==> src/rtl/reg_dump_pkg.sv <==
// Types and constants shared by the register dump reader, the CPU core and the register file.
package reg_dump_pkg;

   localparam int REG_ADDR_W = 5;
   localparam int XLEN       = 32;

   localparam logic [1:0] IDLE = 2'd0;
   localparam logic [1:0] READ = 2'd1;
   localparam logic [1:0] SEND = 2'd2;
   localparam logic [1:0] DONE = 2'd3;

endpackage

==> src/rtl/reg_dump.sv <==
// Debug reader: walks FIRST_REG..LAST_REG on a spare register file read port and
// streams each word with its index over a valid/ready interface.
//
//  state | meaning
//  IDLE  | waiting for i_start
//  READ  | o_rd_addr settled, sample i_rd_data at this edge
//  SEND  | word presented, waiting for handshake
//  DONE  | one-cycle o_done after the last word
module reg_dump
   import reg_dump_pkg::*;
#(
   parameter int ADDR_W    = REG_ADDR_W,
   parameter int DATA_W    = XLEN,
   parameter int FIRST_REG = 0,
   parameter int LAST_REG  = 31
) (
   input  logic              clk,
   input  logic              rst_n,
   input  logic              i_start,
   input  logic              i_abort,
   output logic [ADDR_W-1:0] o_rd_addr,
   input  logic [DATA_W-1:0] i_rd_data,
   output logic [DATA_W-1:0] o_data,
   output logic [ADDR_W-1:0] o_addr,
   output logic              o_valid,
   input  logic              i_ready,
   output logic              o_last,
   output logic              o_busy,
   output logic              o_done
);

   localparam logic [ADDR_W-1:0] FIRST_A = ADDR_W'(FIRST_REG);
   localparam logic [ADDR_W-1:0] LAST_A  = ADDR_W'(LAST_REG);

   if (FIRST_REG > LAST_REG || LAST_REG >= (1 << ADDR_W)) begin : g_param_bad
      $error("reg_dump: need FIRST_REG <= LAST_REG <= 2**ADDR_W-1");
   end

   logic [1:0]        state;
   logic [1:0]        state_nxt;
   logic [ADDR_W-1:0] idx;
   logic              hs;
   logic              is_last;

   assign hs      = o_valid && i_ready;
   assign is_last = (idx == LAST_A);

   always_ff @(posedge clk or negedge rst_n) begin
      if (!rst_n) state <= IDLE;
      else        state <= state_nxt;
   end

   always_comb begin
      state_nxt = state;
      case (state)
         IDLE:    if (i_start) state_nxt = READ;
         READ:    state_nxt = i_abort ? IDLE : SEND;
         SEND: begin
            if (i_abort)  state_nxt = IDLE;
            else if (hs)  state_nxt = is_last ? DONE : READ;
         end
         DONE:    state_nxt = IDLE;
         default: state_nxt = IDLE;
      endcase
   end

   always_comb begin
      o_busy = (state != IDLE);
      o_done = (state == DONE);
   end

   // The terminal compare precedes the increment, so idx never wraps past LAST_REG.
   always_ff @(posedge clk or negedge rst_n) begin
      if (!rst_n) begin
         idx       <= '0;
         o_rd_addr <= '0;
         o_data    <= '0;
         o_addr    <= '0;
         o_valid   <= 1'b0;
         o_last    <= 1'b0;
      end else begin
         case (state)
            IDLE: begin
               if (i_start) begin
                  idx       <= FIRST_A;
                  o_rd_addr <= FIRST_A;
               end
            end
            READ: begin
               if (!i_abort) begin
                  o_data  <= i_rd_data;
                  o_addr  <= idx;
                  o_last  <= is_last;
                  o_valid <= 1'b1;
               end
            end
            SEND: begin
               if (i_abort) begin
                  o_valid <= 1'b0;
               end else if (hs) begin
                  o_valid <= 1'b0;
                  if (!is_last) begin
                     idx       <= idx + 1'b1;
                     o_rd_addr <= idx + 1'b1;
                  end
               end
            end
            default: ;
         endcase
      end
   end

endmodule
==> config.mk <==
export PLATFORM = sky130hd
export DESIGN_NAME = reg_dump
export DESIGN_NICKNAME = d
export VERILOG_FILES = /design/src/rtl/reg_dump_pkg.sv /design/src/rtl/reg_dump.sv
export SDC_FILE = /design/constraint.sdc
export NUM_CORES = 1
export LEC_CHECK = 0
export ABC_AREA = 1
export BUFFER_PORTS_ARGS = -buffer_cell sky130_fd_sc_hd__buf_4
export CAP_MARGIN = 20
export CORE_MARGIN = 3
export CORE_UTILIZATION = 30
export CTS_BUF_LIST = sky130_fd_sc_hd__clkbuf_2 sky130_fd_sc_hd__clkbuf_4 sky130_fd_sc_hd__clkbuf_8
export DETAILED_ROUTE_END_ITERATION = 10
export GPL_TIMING_DRIVEN = 0
export PLACE_DENSITY_LB_ADDON = 0.1
export SLEW_MARGIN = 20
export SYNTH_ARGS = -nofsm -noshare
export SYNTH_HDL_FRONTEND = slang
export SYNTH_SLANG_ARGS = --single-unit
export TNS_END_PERCENT = 30
==> constraint.sdc <==
create_clock -name clk -period 2.7 [get_ports clk]
set_input_delay 0.405 -clock clk [delete_from_list [all_inputs] [get_ports clk]]
set_output_delay 0.405 -clock clk [all_outputs]
set_load 0.01 [all_outputs]
Word-level counts from Yosys, hierarchy flattened

Index checks and enable logic that the tools add are counted.

Bits in registers: 46
Latch bits: 0
Memory bits (writable): 0
Memory bits (read-only): 0
Bits of input ports: 37
Output and inout port bits: 46
Logic and storage cells: 42
Memories: 0

Add/sub/neg operators: 1
Multiply operators: 0
Divide/modulo/power cells: 0
Order comparisons: 0
Equality and inequality tests: 10
Shift-type cells: 0
Mux-type cells: 15
Bitwise logic cells: 1
Reduce and logical (&&, ||, !) cells: 9

Operator list:

| kind                                                | count |
|---|---|
| two-way mux 5 bit                                   | 4 |
| two-way mux 2 bit                                   | 5 |
| inequality test 2 bit, second input constant        | 5 |
| case mux 5 bit (2 select lines)                     | 1 |
| case mux 2 bit (4 select lines)                     | 1 |
| nonzero test 2 bit                                  | 3 |
| adder 5 x 1 -> 5 bit, second input constant         | 1 |
| equality test 5 bit, second input constant          | 1 |
| AND reduction 5 bit                                 | 1 |
| equality test 2 bit, second input constant          | 2 |
| AND reduction 2 bit                                 | 2 |
| two-way mux 1 bit                                   | 3 |
| inequality test 3 bit, second input constant        | 1 |
| AND reduction 3 bit                                 | 1 |
| equality test 2 x 1 -> 1 bit, second input constant | 1 |
| logical NOT 2 bit                                   | 1 |
| case mux 1 bit (2 select lines)                     | 1 |
| logical AND 1 bit                                   | 1 |
| NOT 1 bit                                           | 1 |

Longest topological paths before layout

Gate-level depths: netlist (run 1).

Word-level depth: 5
Gate-level depth with buffers: 8
Depth with buffers taken out: 8

Worst setup path before layout (run 1)

OpenSTA, ideal clock, no wires.

Path type: reg-to-reg
Start point: register idx[0]
End point: register idx[0]
Library setup time: 0.122 ns
Data arrival time: 1.416 ns
Data required time: 2.578 ns
Slack: 1.162 ns
Stages on the path, launching flop included: 9
Buffers on the path: 0
Clock period less this slack: 1.538 ns
Path through: dfrtp_1 > ha_1 > nand2_1 > nor2_1 > ha_1 > a21oi_1 > nand3_2 > nand2_1 > o21ai_1

Elaborated cells on any way between the ends: 8
Classes of those cells: add/sub: 1; eq/ne: 2; mux: 4; reduce/logical: 1

RTL lines:

| element                                | RTL line        | text |
|---|---|---|
| start: declaration                     | reg_dump.sv:41  | `logic [ADDR_W-1:0] idx;` |
| start signal: assignment               | reg_dump.sv:103 | `idx <= idx + 1'b1;` |
| equality test 5 bit                    | reg_dump.sv:46  | `assign is_last = (idx == LAST_A);` |
| net is_last                            | reg_dump.sv:43  | `logic is_last;` |
| inequality test 2 bit (no source line) | --              |  |
| AND reduction 5 bit (no source line)   | --              |  |

The timed path passes the listed nets, and every way through them passes these cells. The select of a mux whose other input is x is not followed.
A chain may end at the register's enable or synchronous reset.

Final worst setup path (run 1)

Start point: register idx[0]
End point: register idx[3]

The elaborated chain is that of the path after synthesis.

==> results of run 1 <==
[synthesized netlist by cell type]
cell	count	area share
buf_6	3	0.017
nor2_4	1	0.0058
dfrtp_1	46	0.60
nand2_1	58	0.11
nand3_1	3	0.0078
ha_1	2	0.013
a21oi_1	3	0.0078
clkbuf_2	2	0.0052
nand4_1	1	0.0032
or2_2	1	0.0032
nor2_1	2	0.0039
nand3_2	2	0.010
nand3b_1	1	0.0039
inv_1	41	0.080
o21ai_1	27	0.070
buf_2	3	0.0078
o21ai_0	19	0.049
inv_2	2	0.0039
[per-layer routing]
| layer | vias to the layer above | share of wire | GRT usage | wire length [um] |
|---|---|---|---|---|
| met1 | 709 | 0.46 | 0.171 | 2100 |
| li1 | 844 | - | - | - |
| met5 | - | 0 | 0 | 0 |
| met3 | 2 | 0.078 | 0.0409 | 357 |
| met2 | 52 | 0.46 | 0.207 | 2090 |
| met4 | 0 | 0.0087 | 0.0425 | 40 |
[registers in the layout, summed over array words and instances, names as in the netlist]
name	count
o_valid	1
state	2
o_addr	5
o_last	1
o_data	32
idx	5
[report_power, final]
| part | total [mW] | internal, mW | leakage (nW) | switching (mW) |
|---|---|---|---|---|
| clock network | 0.436 | 0.217 | 0.0517 | 0.219 |
| registers | 1.10 | 0.946 | 0.588 | 0.157 |
| logic | 1.10 | 0.534 | 0.869 | 0.566 |
[worst max-delay path by stage]
stage                  startpoint                 end  slack [ns]  depth (start not counted)
6_report       idx[0]$_DFFE_PN0P_  idx[3]$_DFFE_PN0P_        1.07                          8
5_1_grt        idx[0]$_DFFE_PN0P_  idx[1]$_DFFE_PN0P_        0.91                          8
4_1_cts        idx[0]$_DFFE_PN0P_  idx[1]$_DFFE_PN0P_        1.05                          8
3_5_place_dp   idx[0]$_DFFE_PN0P_  idx[1]$_DFFE_PN0P_        1.06                          8
3_3_place_gp   idx[0]$_DFFE_PN0P_  idx[3]$_DFFE_PN0P_        1.06                          8
2_1_floorplan  idx[0]$_DFFE_PN0P_  idx[0]$_DFFE_PN0P_        1.16                          8
[through the flow]
stage | std cells | power [mW] | area [um2]
after detailed placement | 374 | 2.24 | 2640
after floorplan | 217 | 1.65 | 1930
final | 382 | 2.64 | 2740
after global placement | 374 | 2.23 | 2640
after global routing | 382 | 2.88 | 2740
after CTS | 382 | 2.69 | 2740
[critical path, stage by stage (launching register included)]
cell     delay, ns
dfrtp_1       0.44
ha_1          0.23
nand2_1       0.08
nor2_1        0.04
ha_1          0.19
a21oi_1       0.17
nand3_2       0.20
nand2_1       0.10
o21ai_1       0.06
[kinds of logic after synthesis]
family,Yosys count
compound gates,49
fa+ha+maj,2
flops,46
buf+inv,51
simple gates,69
[final cells by class]
class                           instances  area share
Timing Repair Buffer                   82       0.225
Clock inverter                          1     0.00183
Clock buffer                            7      0.0329
Tap cell                               75      0.0343
Buffer                                  8      0.0215
Multi-Input combinational cell        120       0.205
Sequential cell                        46       0.420
Inverter                               43      0.0590
==> impl_metrics.ini, run 1 <==
[clock_network]
cts_resized = 0
clk_pin_slew_ns = 0.08
postCtsSetupRepairBufs = 0
clockBufferDepth = 2
clockRootBuffer = clkbuf_8
cts_buffers = 5
clkSinkCount = 46
cts_tree = done
clock_latency_ns = 0.29
ctsHoldBuffers = 0
h-tree-depth = 2

[detailed_routing]
first_iter_violations = 79
firstDrtPassIters = 4
drt-total-wl_um = 4580
drc = 0
ant_nets = 0
viasPerCell = 4.21
avgRoutedWirePerCell_um = 12.0
via_count = 1607

[finish]
num_antenna_cells = 0
num-fill-cells = 646
fin_util = 0.449
finalNetCount = 345
multi_input_comb_area_um2 = 562
layout_common_cells = 82 x buf_4, 58 x nand2_1, 46 x dfrtp_1
final_common_cell = buf_4
drive_above_1_share = 0.339
seq_area_mm2 = 0.00115
syn2layout_area_growth_pct = 41.6

[synthesis]
synth-seq-cells = 46
yosysWarnings = 0
yosys.area_share.simple = 0.151
synth-compound-area-share = 0.127
syn_area_mm2 = 0.00193
synth_xor_area_frac = 0
synthCells = 217
avgSynthCellArea_um2 = 8.91
synth_mux_area_frac = 0
mappedNetlistNets = 256
yosys.area_share.adder = 0.0129
synth-seq-area-share = 0.595
synth_top_family_by_area = simple AND/OR/NAND/NOR gates
synth_cell_types = 18

[worst_setup_path]
reg2reg_to = idx[3]$_DFFE_PN0P_
cp_data_arrival_time_ns = 1.80
rrSetupSlack_ns = 1.07
cp-start-kind = flip-flop
worstPathMaxFanout = 10
rr_worst_depth = 8
cp.required_ns = 2.88
r2r_start = idx[0]$_DFFE_PN0P_
critical_path.endpoint_type = flip-flop
crit_type = flip-flop to flip-flop

[floorplanning]
die_y_um = 86.3
fp.dieW_um = 86.3
rows = 28
fp.dieArea_mm2 = 0.00744
initial_core_util = 0.317
ios = 83
fp.coreArea_mm2 = 0.00610

[timing]
finalCritPeriodShare = 0.602
skew_ns = 0.00314
rsz0062_at_grt = no
finalWorstSetupSlack_ns = 1.07
slew_headroom = 0.608
period_needed_ns = 1.63
setup_violations = 0
hold_viol_final = 0
drv_slew = 0
clock.fmax_mhz = 615
setup-tns-final_ns = 0
tightestPinTransition_ns = 0.588
timing.hold.ws_ns = 0.109

[placement]
place_worst_setup_slack_ns = 1.06
portBuffers = 82
gp_congestion = 0.769
hpwlAfterDp_um = 3270

[global_route]
grt_pass1_wl_um = 7670
antenna_found_initial = 0
grt_max_degree = 47
gr-total-overflow = 0
grtUsageTotal = 0.131
grt_pass1_vias = 1622

[worst_hold_path]
min_path_type = primary input to async pin

[power]
leakagePower_nw = 1.51
vdd_drop_max_uv = 328
p_per_area_mw_per_mm2 = 964

[flow_run]
max_cap_viol_count = 0

[run_status]
outcome = finished clean
(Power assumes the default switching activity.)
==> inputs of run 2 (changes only) <==
==> constraint.sdc (replaced) <==
create_clock -name clk -period 1.3 [get_ports clk]
set_input_delay 0.195 -clock clk [delete_from_list [all_inputs] [get_ports clk]]
set_output_delay 0.195 -clock clk [all_outputs]
set_load 0.01 [all_outputs]
==> run 2 against run 1 <==
Global-route usage increased by 0.73 points; sequential power increased by 110%; core utilization increased by 2.3 points; critical endpoint is now idx[0]$_DFFE_PN0P_; the flow now finishes with violations (setup timing); largest power group is now combinational cells.
==> impl_metrics.ini, run 2 (same netlist as run 1, synthesis figures left out) <==
[run_status]
outcome = finished with violations
violations = setup timing

[detailed_routing]
via_count = 1665
viasPerCell = 4.31
wl_met1_um = 2160
route.met2.wl_um = 2390
first_iter_violations = 52
firstDrtPassIters = 4
drc = 0
avgRoutedWirePerCell_um = 12.9
ant_nets = 0
wl_met3_um = 346
top_layer = met4
drt-total-wl_um = 4960

[power]
seqPwrFrac = 0.407
leakagePower_nw = 1.54
p_per_area_mw_per_mm2 = 1980
netSwitchingFraction = 0.373
p_switching_mw = 2.12
vdd_drop_max_uv = 880
p_comb_frac = 0.441
internal_power_mw = 3.57
power_frac_clock = 0.152

[placement]
dpl_cell_area_mm2 = 0.00265
hpwlAfterDp_um = 3340
gp_congestion = 0.830
portBuffers = 82

[floorplanning]
ios = 83
fp.dieArea_mm2 = 0.00744
fp.coreArea_mm2 = 0.00610
rows = 28
fp.dieW_um = 86.3
initial_core_util = 0.317
die_y_um = 86.3

[clock_network]
clkSinkCount = 46
cts_buffers = 5
clock_latency_ns = 0.30
clk_pin_slew_ns = 0.09
clockBufferDepth = 2
clockRootBuffer = clkbuf_8
cts_tree = done
h-tree-depth = 2

[worst_setup_path]
crit_type = flip-flop to flip-flop
critical_path.endpoint_type = flip-flop
cp_data_arrival_time_ns = 1.67
cp-start-kind = flip-flop
worstPathMaxFanout = 5
cp.required_ns = 1.48
rr_worst_depth = 8

[timing]
period_needed_ns = 1.49
finalWorstSetupSlack_ns = -0.190
hold_viol_final = 0
clock.fmax_mhz = 671
slew_headroom = 0.604
rsz0062_at_grt = yes
drv_slew = 0
timing.hold.ws_ns = 0.129
finalCritPeriodShare = 1.15
setup_violations = 5
tightestPinTransition_ns = 0.593
skew_ns = 0.00957

[finish]
largest_registers = o_data: 32 flops, idx: 5 flops, o_addr: 5 flops
num_antenna_cells = 0
largest_reg_flops = 32
fin_util = 0.472
regMostFlops = o_data
syn2layout_area_growth_pct = 48.9
drive_above_1_share = 0.402
finalNetCount = 350
final_common_cell = buf_4
layout_common_cells = 84 x buf_4, 52 x nand2_1, 41 x inv_1, 41 x dfrtp_1, 25 x o21ai_1
final_cell_area_mm2 = 0.00288

[worst_hold_path]
holdPathStages = 3
min_path_type = primary input to flip-flop

[flow_run]
max_cap_viol_count = 0

[global_route]
grt_max_degree = 47
grt_pass1_wl_um = 8060
grtUsageTotal = 0.138
gr-total-overflow = 0
antenna_found_initial = 0
grt_pass1_vias = 1613
-- run 2: cell type report --
cell class / instances / area (um2)
inverter: 43 / 164
sequential: 46 / 1160
timing repair buffer: 86 / 652
clock inverter: 1 / 7.51
fill: 638 / 3220
clock buffer: 6 / 76.3
tap: 75 / 93.8
multi-input combinational: 121 / 669
buffer: 8 / 58.8
-- run 2: metrics by stage --
| step | instances | power [mW] | worst slack, ns | setup TNS, ns |
|---|---|---|---|---|
| after floorplan | 217 | 3.44 | -0.138 | -0.635 |
| after global placement | 374 | 4.65 | -0.238 | -1.26 |
| after detailed placement | 374 | 4.69 | -0.238 | -1.29 |
| after CTS | 385 | 5.70 | -0.192 | -0.913 |
| after global routing | 386 | 6.14 | -0.264 | -1.32 |
| final | 386 | 5.69 | -0.190 | -0.928 |
-- run 2: final timing paths --
| path | start | to | slack (ns) |
|---|---|---|---|
| min in group asynchronous | rst_n | o_data[8]$_DFFE_PN0P_ | 0.44 |
| max reg2reg | idx[0]$_DFFE_PN0P_ | idx[0]$_DFFE_PN0P_ | -0.19 |
| max | idx[0]$_DFFE_PN0P_ | idx[0]$_DFFE_PN0P_ | -0.19 |
| min reg2reg | o_last$_DFFE_PN0P_ | o_last$_DFFE_PN0P_ | 0.49 |
| min | i_rd_data[23] | o_data[23]$_DFFE_PN0P_ | 0.13 |
| max in group asynchronous | rst_n | idx[1]$_DFFE_PN0P_ | 0.42 |
-- run 2: power groups by stage --
stage | combinational (mW) | clock [mW] | sequential [mW]
after detailed placement | 2.35 | 0 | 2.34
after global placement | 2.33 | 0 | 2.32
after global routing | 2.79 | 0.962 | 2.39
final | 2.51 | 0.863 | 2.32
after floorplan | 0.896 | 0 | 2.55
after CTS | 2.49 | 0.897 | 2.32
-- run 2: critical path: stages (launching register included) --
cell     delay, ns
dfrtp_2       0.44
ha_4          0.17
nand2_4       0.08
nor2_4        0.04
ha_4          0.17
a21oi_4       0.19
nand3_4       0.14
nand2_2       0.10
o21ai_1       0.06
-- run 2: metal layers --
| metal | global-route usage | vias to the layer above |
|---|---|---|
| met4 | 0.0467 | 0 |
| met1 | 0.180 | 752 |
| li1 | - | 851 |
| met5 | 0 | - |
| met3 | 0.0380 | 7 |
| met2 | 0.222 | 55 |
-- run 2: repair_timing --
item	4_1_cts	5_1_grt
setup buffers	2	1
pin swaps	3	5
hold endpoints to repair	46	0
hold buffers	1	0
gates resized for setup	10	14
gates cloned	1	0
setup endpoints to repair	14	41
